## src/rtl/mux_arb_pkg.sv

```systemverilog
// Shared constants, FSM state type and one-hot helper for the round-robin
// arbiter that drives the 4:1 output mux.
package mux_arb_pkg;

    localparam int N_REQ = 4;
    localparam int SEL_W = 2;

    typedef enum logic {
        IDLE = 1'b0,
        BUSY = 1'b1
    } arb_state_e;

    function automatic logic [N_REQ-1:0] onehot(input logic [SEL_W-1:0] sel);
        logic [N_REQ-1:0] v;
        v      = '0;
        v[sel] = 1'b1;
        return v;
    endfunction

endpackage

```

## src/rtl/rr_pick.sv

```systemverilog
// Rotating-priority encoder: first active request found scanning from
// i_ptr upward (mod N_REQ).
module rr_pick
    import mux_arb_pkg::*;
(
    input  logic [N_REQ-1:0] i_req,
    input  logic [SEL_W-1:0] i_ptr,
    output logic             o_found,
    output logic [SEL_W-1:0] o_idx
);

    // Scan from the far end back toward i_ptr so the nearest hit is the last written.
    always_comb begin
        o_found = 1'b0;
        o_idx   = i_ptr;
        for (int k = N_REQ - 1; k >= 0; k--) begin
            if (i_req[i_ptr + SEL_W'(k)]) begin
                o_found = 1'b1;
                o_idx   = i_ptr + SEL_W'(k);
            end
        end
    end

endmodule

```

## src/rtl/mux_rr_arbiter.sv

```systemverilog
// Round-robin arbiter owning the 4:1 select: grants one requester for a
// bounded burst and forwards its word over valid/ready.
module mux_rr_arbiter
    import mux_arb_pkg::*;
#(
    parameter int DW    = 2,
    parameter int BURST = 4
) (
    input  logic             i_clk,
    input  logic             i_rst_n,
    input  logic [N_REQ-1:0] i_req,
    input  logic [DW-1:0]    i_din_a,
    input  logic [DW-1:0]    i_din_b,
    input  logic [DW-1:0]    i_din_c,
    input  logic [DW-1:0]    i_din_d,
    input  logic             i_out_ready,
    output logic [N_REQ-1:0] o_gnt,
    output logic [SEL_W-1:0] o_sel,
    output logic [N_REQ-1:0] o_ack,
    output logic             o_out_valid,
    output logic [DW-1:0]    o_out_data
);

    localparam logic [3:0] LAST_BEAT = 4'(BURST - 1);

    arb_state_e              r_state, w_state_nxt;
    logic [SEL_W-1:0]        r_sel, w_sel_nxt;
    logic [SEL_W-1:0]        r_ptr, w_ptr_nxt;
    logic [N_REQ-1:0]        r_gnt, w_gnt_nxt;
    logic [3:0]              r_beat, w_beat_nxt;
    logic [SEL_W-1:0]        w_pick_ptr, w_pick_idx;
    logic                    w_found, w_busy, w_xfer, w_release;
    logic [N_REQ-1:0][DW-1:0] w_din;

    assign w_din       = {i_din_d, i_din_c, i_din_b, i_din_a};
    assign w_busy      = (r_state == BUSY);
    assign o_out_valid = w_busy & i_req[r_sel];
    assign o_out_data  = o_out_valid ? w_din[r_sel] : '0;
    assign w_xfer      = o_out_valid & i_out_ready;
    assign o_ack       = w_xfer ? onehot(r_sel) : '0;
    assign o_gnt       = r_gnt;
    assign o_sel       = r_sel;

    assign w_release  = w_busy & (~i_req[r_sel] | (w_xfer & (r_beat == LAST_BEAT)));
    // On release the current owner drops to lowest priority for the same-cycle re-pick.
    assign w_pick_ptr = w_busy ? r_sel + SEL_W'(1) : r_ptr;

    rr_pick u_pick (
        .i_req   (i_req),
        .i_ptr   (w_pick_ptr),
        .o_found (w_found),
        .o_idx   (w_pick_idx)
    );

    always_comb begin
        w_state_nxt = r_state;
        w_sel_nxt   = r_sel;
        w_ptr_nxt   = r_ptr;
        w_gnt_nxt   = r_gnt;
        w_beat_nxt  = r_beat;
        case (r_state)
            IDLE: begin
                if (w_found) begin
                    w_state_nxt = BUSY;
                    w_sel_nxt   = w_pick_idx;
                    w_gnt_nxt   = onehot(w_pick_idx);
                    w_beat_nxt  = '0;
                end
            end
            BUSY: begin
                if (w_release) begin
                    w_ptr_nxt  = w_pick_ptr;
                    w_beat_nxt = '0;
                    if (w_found) begin
                        w_sel_nxt = w_pick_idx;
                        w_gnt_nxt = onehot(w_pick_idx);
                    end else begin
                        w_state_nxt = IDLE;
                        w_gnt_nxt   = '0;
                    end
                end else if (w_xfer) begin
                    w_beat_nxt = r_beat + 4'd1;
                end
            end
            default: w_state_nxt = IDLE;
        endcase
    end

    always_ff @(posedge i_clk) begin
        if (!i_rst_n) begin
            r_state <= IDLE;
            r_sel   <= '0;
            r_ptr   <= '0;
            r_gnt   <= '0;
            r_beat  <= '0;
        end else begin
            r_state <= w_state_nxt;
            r_sel   <= w_sel_nxt;
            r_ptr   <= w_ptr_nxt;
            r_gnt   <= w_gnt_nxt;
            r_beat  <= w_beat_nxt;
        end
    end

endmodule

```

## config.mk

```make
export PLATFORM = sky130hd
export DESIGN_NAME = mux_rr_arbiter
export DESIGN_NICKNAME = d
export VERILOG_FILES = /design/src/rtl/mux_arb_pkg.sv /design/src/rtl/rr_pick.sv /design/src/rtl/mux_rr_arbiter.sv
export SDC_FILE = /design/constraint.sdc
export NUM_CORES = 1
export LEC_CHECK = 0
export BUFFER_PORTS_ARGS = -buffer_cell sky130_fd_sc_hd__buf_2
export CORE_ASPECT_RATIO = 1.25
export CORE_MARGIN = 1.5
export CORE_UTILIZATION = 42
export CTS_CLUSTER_DIAMETER = 60
export DETAILED_ROUTE_END_ITERATION = 10
export GPL_TIMING_DRIVEN = 0
export PLACE_DENSITY_LB_ADDON = 0.25
export SYNTH_ARGS = -nofsm -noshare
export SYNTH_HDL_FRONTEND = slang
export SYNTH_SLANG_ARGS = --single-unit
export TNS_END_PERCENT = 5
```

## constraint.sdc

```tcl
create_clock -name i_clk -period 2.9 [get_ports i_clk]
set_input_delay 0.435 -clock i_clk [delete_from_list [all_inputs] [get_ports i_clk]]
set_output_delay 0.435 -clock i_clk [all_outputs]
set_load 0.005 [all_outputs]
```

==> results of run 1 <==
==> cell families (layout without fill, tap and decap cells) <==
kind of cell	after synthesis	after routing	share of synthesized area (%)
xor+xnor	3	3	3.00
simple gates	39	39	26.9
mux	6	6	11.7
compound gates	21	21	18.0
buf+inv	6	37	3.57
flops	13	13	29.7
fa+ha+maj	5	5	7.14
==> cells in the mapped netlist (2+ instances only) <==
| cell type | instances |
|---|---|
| a21oi_1 | 3 |
| a31oi_1 | 2 |
| a32o_1 | 2 |
| and3_1 | 6 |
| dfxtp_1 | 13 |
| ha_1 | 5 |
| inv_1 | 4 |
| mux2i_1 | 2 |
| mux4_2 | 3 |
| nand2_1 | 7 |
| nand2b_1 | 2 |
| nand3_1 | 2 |
| nor2_1 | 10 |
| nor3_2 | 2 |
| o21ai_0 | 3 |
| o21ai_1 | 2 |
| xnor2_1 | 3 |
==> stage by stage <==
| step | hold slack [ns] | area (um2) | util (%) |
|---|---|---|---|
| after global placement | 0.434 | 1040 | 52.3 |
| after detailed placement | 0.442 | 1040 | 52.3 |
| after floorplan | 0.442 | 876 | - |
| final | 0.462 | 1060 | 53.6 |
| after CTS | 0.464 | 1060 | 53.6 |
| after global routing | 0.469 | 1060 | 53.6 |
==> critical path, stage by stage (launching register included) <==
cell and delay [ns]:
dfxtp_1 0.39, buf_6 0.15, mux4_2 0.59, and2_1 0.23, and3_1 0.19, buf_2 0.12
==> power by group through the flow <==
stage               clock (mW)  combinational (mW)  sequential (mW)
finish                   0.106               0.167            0.209
global route             0.125               0.189            0.212
CTS                      0.111               0.169            0.209
detailed placement           0               0.168            0.213
global placement             0               0.164            0.212
floorplan                    0               0.115            0.212
==> cell type report <==
type | count | share of cell area, %
Timing Repair Buffer | 27 | 12.7
Buffer | 2 | 1.53
Clock buffer | 4 | 2.47
Sequential cell | 13 | 24.5
Tap cell | 20 | 2.36
Inverter | 4 | 1.41
Multi-Input combinational cell | 74 | 55.0
==> final timing paths <==
check | startpoint | endpoint | slack (ns) | cells past startpoint
min | o_gnt[0]$_SDFFE_PN0P_ | o_gnt[0]$_SDFFE_PN0P_ | 0.46 | 2
max | o_sel[0]$_SDFFE_PN0P_ | o_ack[0] | 0.53 | 5
min reg2reg | o_gnt[0]$_SDFFE_PN0P_ | o_gnt[0]$_SDFFE_PN0P_ | 0.46 | 2
max reg2reg | o_sel[0]$_SDFFE_PN0P_ | o_gnt[3]$_SDFFE_PN0P_ | 0.75 | 8
==> per-layer routing <==
metal	vias up	global-route usage (%)
li1	405	-
met1	354	21.3
met2	26	28.9
met3	0	2.35
met4	0	6.06
met5	-	0
==> registers in the layout, summed over array words and instances, names as in the netlist <==
register and flops:
r_ptr 2, r_state 1, r_beat 4, o_sel 2, o_gnt 4
==> metrics.md, run 1 <==
| Metric | Value |
|---|---|
| Final std cells w/o fill | 144 |
| Vias in the first global route | between 600 and 700 |
| Cell leakage power | ~0.49 nW |
| Die height | 54.1 um |
| Antenna-violating nets left | 0 |
| # Post-CTS Setup Buffers | 0 |
| Commonest non-fill, non-tap cells in the layout | buf_2, dfxtp_1, nor2_1 |
| P_int | 0.330 mW |
| Switching power | 0.151 mW |
| # resized after CTS | 0 |
| Mapped Area | around 900 um2 |
| Part of the cycle the worst path needs | around 82% |
| First-pass GRT wire length | about 3000 um |
| Comb power frac | 34.6% |
| Final Skew | 0.000357 ns |
| Area Overhead vs Synth | 21.3% |
| Setup crit start kind | register |
| Die ar. | 0.00237 mm2 |
| Hold Path Class | reg2reg |
| Worst Max-Slew Pin Slew | approximately 0.5 ns |
| Tmin final | 2.37 ns |
| Core area | 0.00198 mm2 |
| CP Class | reg2out |
| Layout cells sized above 1 | a little over a third |
| Sequential cell area | about 260 um2 |
| Pre-CTS worst setup slack | 0.740 ns |
| Yosys top cell by area | dfxtp_1 |
| Placed cells | 140 |
| RSZ-0062 raised after global routing | false |
| Diode count | 0 |
| YS warnings | 0 |
| Starting Density | 44.2% |
| CTS Buffer Depth | 2 |
| Final slew viol count | 0 |
| # rows | 18 |
| Top Ports | 28 |
| Placed wire-length estimate | 1470 um |
| GR Overflow Total | 0 |
| Vias | ~790 |
| #FFs+latches synth | 13 |
| Top sig layer | met3 |
| DR iter-0 viols | 4 |
| Met3 routed WL | 96 um |
| Sw frac | 31.4% |
| Vias/cell | ~5.5 |
| Most common cell after layout, fill and taps aside | buf_2 |
| Primary FF master, synth | dfxtp_1 |
| Crit end category | primary output |
| Outcome | complete, no violations |
| Clock share of power | 22.1% |
| DRT Pass-1 Iters | 3 |
| # H-tree levels | 1 |
| Avg Cell Area, Syn | 9.42 um2 |
| Worst Path Arrival | approximately 1.9 ns |
| DRC | 0 |
| Final hold vios | 0 |
| Clk Latency, worst-skew pair | 0.26 ns |
| Met1 Wirelength | 826 um |
| Port Buffers | 27 |
| Post-synthesis sequential area ratio | approximately 30% |
| Net count, final | 145 |
| Final Power | 0.482 mW |
| Routed WL | around 1800 um |
| Synth Net Count | 113 |
| Wire per inst | 12.6 um |
| CTS Buf Count | 3 |
| GPL Wtd Cong | about 0.75 |
| All-Layer GR Usage | 16.8% |
| Sequential Power Share | 43.3% |
| Max FO, Critical Path | 7 |
| Mapped Cells | 93 |
| CTS tree | yes |
| CTS sink count | 13 |
| Metal2 WL | 886 um |
| Asr flop ratio synth | 0% |
| Setup TNS | 0 ns |
| Post-synthesis cell type count | 39 |
| Number of fill cells | ~200 |
| Pwr/cell area | around 450 mW/mm2 |
| Top post-synthesis cells by area | dfxtp_1, mux4_2, ha_1 |
| Top-area cell type share of the netlist area | 29.7% |
| Clock transition at the registers of the reported paths | 0.07 ns |
| DIE WIDTH | about 44 um |
| Initial antenna violation count | 0 |
| Post-synth EDFFs | 0 |
| Worst Path Required | 2.47 ns |
| Maximum clock frequency | about 420 MHz |
| Max-Cap Viols | 0 |
| Largest net degree at the start of global routing | 11 |
| Root Buffer Master | clkbuf_4 |
| Post-CTS Hold Fix Bufs | 0 |
| Slew headroom | 66.6% |
| Multi-input logic area | 584 um2 |
| Setup slack after layout | 0.528 ns |
| Max VDD drop | 0.312 mV |
| # setup viols final | 0 |
Note: power is estimated with default switching activity, not from simulation.
==> run 2: changes to the inputs <==
==> constraint.sdc (replaced) <==
create_clock -name i_clk -period 2.2 [get_ports i_clk]
set_input_delay 0.33 -clock i_clk [delete_from_list [all_inputs] [get_ports i_clk]]
set_output_delay 0.33 -clock i_clk [all_outputs]
set_load 0.005 [all_outputs]
==> metrics.md, run 2 (same netlist as run 1, synthesis figures left out) <==
| Metric | Value |
|---|---|
| Commonest non-fill, non-tap cells in the layout | buf_2, dfxtp_1, nor2_1 |
| Clock transition at the registers of the reported paths | 0.08 ns (about the same) |
| Largest net degree at the start of global routing | 11 (unchanged) |
| # setup viols final | 0 (unchanged) |
| Pwr/cell area | 602 mW/mm2 (+33%) |
| M3 GR Usage | 2.35% (unchanged) |
| CP Class | reg2out |
| Slowest-stage cell, CP | mux4_2 |
| Area Overhead vs Synth | 23.4% |
| Die ar. | 0.00237 mm2 (unchanged) |
| Routed WL | 1850 um (+2.2%) |
| Core area | 0.00198 mm2 (unchanged) |
| Root Buffer Master | clkbuf_4 |
| GR Overflow Total | 0 (unchanged) |
| Cell leakage power | 0.496 nW (+2.1%) |
| Port Buffers | 27 (unchanged) |
| # H-tree levels | 1 (unchanged) |
| Comb power frac | 35.6% (+1.0 points) |
| DR iter-0 viols | 5 (+1) |
| Layout cells sized above 1 | 38.1% (+1.8 points) |
| Sequential Power Share | 42.5% (-0.8 points) |
| Final Skew | 0.00238 ns (+0.00202 ns) |
| DRC | 0 (unchanged) |
| Number of buffers and inverters on the critical path | 2 (unchanged) |
| Starting Density | 44.2% (unchanged) |
| Max FO, Critical Path | 6 (-1) |
| Clk Latency, worst-skew pair | 0.27 ns (about the same) |
| Max stage delay on crit path | 0.51 ns (-0.08 ns) |
| Worst setup path start | o_sel[0]$_SDFFE_PN0P_ |
| Final slew viol count | 0 (unchanged) |
| Hold Path Class | in2reg |
| Number of fill cells | 202 (-0.49%) |
| Crit-path cells | buf_6 > mux4_2 > and2_1 > and3_1 > buf_2 |
| Part of the cycle the worst path needs | between 90 and 100% |
| Worst Path Arrival | 1.79 ns (-0.15 ns) |
| Switching power | 0.205 mW (+35%) |
| All-Layer GR Usage | 17.0% (+0.14 points) |
| # rows | 18 (unchanged) |
| HP Start | i_rst_n |
| Outcome | complete, no violations |
| Placed wire-length estimate | 1470 um (unchanged) |
| Die height | 54.1 um (unchanged) |
| Worst Max-Slew Pin Slew | 0.498 ns (+0.00164 ns) |
| Maximum clock frequency | 472 MHz |
| Wire per inst | 12.7 um (+0.76%) |
| CTS tree | yes |
| CTS Buf Count | 3 (unchanged) |
| CTS sink count | 13 (unchanged) |
| DIE WIDTH | 43.8 um (unchanged) |
| Met1 usage | 20.9% (-0.40 points) |
| Slew headroom | 66.5% (-0.11 points) |
| Final hold vios | 0 (unchanged) |
| DRT Pass-1 Iters | 4 (+1) |
| Max-Cap Viols | 0 (unchanged) |
| Vias in the first global route | 700 (+1.4%) |
| CP top delay family | multiplexers |
| RR Startpoint | o_sel[1]$_SDFFE_PN0P_ |
| Vias | 797 (+1.5%) |
| Clock share of power | 21.9% (-0.2 points) |
| Initial antenna violation count | 0 (unchanged) |
| P_int | 0.445 mW (+35%) |
| Max VDD drop | 0.378 mV (+21%) |
| Tmin final | approximately 2.1 ns |
| Net count, final | 147 (+1.4%) |
| Top Ports | 28 (unchanged) |
| Diode count | 0 (unchanged) |
| First-pass GRT wire length | 3010 um (+0.23%) |
| Final Hold Slack | 0.375 ns (-0.0870 ns) |
| GPL Wtd Cong | 0.749 (unchanged) |
| Layout Utilization | 54.5% (+0.95 points) |
| Vias/cell | 5.46 (+0.14%) |
| Crit end category | primary output |
| GRT busiest layer | met2 |
| Most common cell after layout, fill and taps aside | buf_2 |
| Setup crit start kind | register |
| CTS Buffer Depth | 2 (unchanged) |
| Sw frac | 31.5% (+0.090 points) |
| Antenna-violating nets left | 0 (unchanged) |
| Met2 Track Usage GR | 29.9% (+0.98 points) |
| Final Power | 0.650 mW (+35%) |
| Post-CTS Hold Fix Bufs | 0 (unchanged) |
| Setup TNS | 0 ns (unchanged) |
| Worst Path Required | 1.87 ns (-0.60 ns) |
-- run 2: cell count changes in the layout (fill, tap and decap cells not counted) --
cell     change
dfxtp_1      -1
dfxtp_4      +1
buf_4        +2
-- run 2: worst register-to-register path, cell delays in order, from the launching register on --
cell       delay [ns]
dfxtp_1          0.47
inv_1            0.13
ha_1             0.31
mux2_4           0.29
nand3_1          0.08
o21ai_0          0.10
a221oi_2         0.25
buf_4            0.17
o2bb2ai_1        0.13
-- run 2: layer usage --
| metal | share of wire [%] | vias to the layer above |
|---|---|---|
| li1 | - | 409 |
| met1 | 45 | 362 |
| met2 | 49 | 26 |
| met3 | 5.4 | 0 |
| met4 | 0 | 0 |
| met5 | 0 | - |
-- run 2: area by class of cell --
cell class | count | area (um2) | share of cell area (%)
Buffer | 2 | 16.3 | 1.50
Clock buffer | 4 | 26.3 | 2.43
Inverter | 4 | 15.0 | 1.39
Multi-Input combinational cell | 74 | 584 | 54.1
Sequential cell | 13 | 264 | 24.4
Tap cell | 20 | 25.0 | 2.31
Timing Repair Buffer | 29 | 150 | 13.9
-- run 2: stage by stage --
stage,worst slack [ns],instance area [um2],cells
final,0.0811,1080,146
after global routing,-0.00290,1080,146
after CTS,0.00807,1070,145
after detailed placement,0.0403,1040,140
after global placement,0.0935,1040,140
after floorplan,0.249,876,93
-- run 2: path summary, 6_finish.rpt --
kind | to | slack, ns | cells past startpoint
min | o_sel[0]$_SDFFE_PN0P_ | 0.37 | 3
min reg2reg | o_gnt[0]$_SDFFE_PN0P_ | 0.46 | 2
max | o_ack[0] | 0.08 | 5
max reg2reg | o_sel[0]$_SDFFE_PN0P_ | 0.19 | 8
-- run 2: power groups by stage --
stage	logic [mW]	clock network, mW	registers [mW]
after floorplan	0.152	0	0.280
final	0.231	0.143	0.276
after global routing	0.261	0.166	0.280
after detailed placement	0.222	0	0.280
after CTS	0.228	0.147	0.276
after global placement	0.216	0	0.279
-- run 2: what timing repair did --
item,in CTS,in global routing
buffers inserted,1,1
pin swaps,0,1
setup endpoints to repair,4,11
resized for setup,0,2
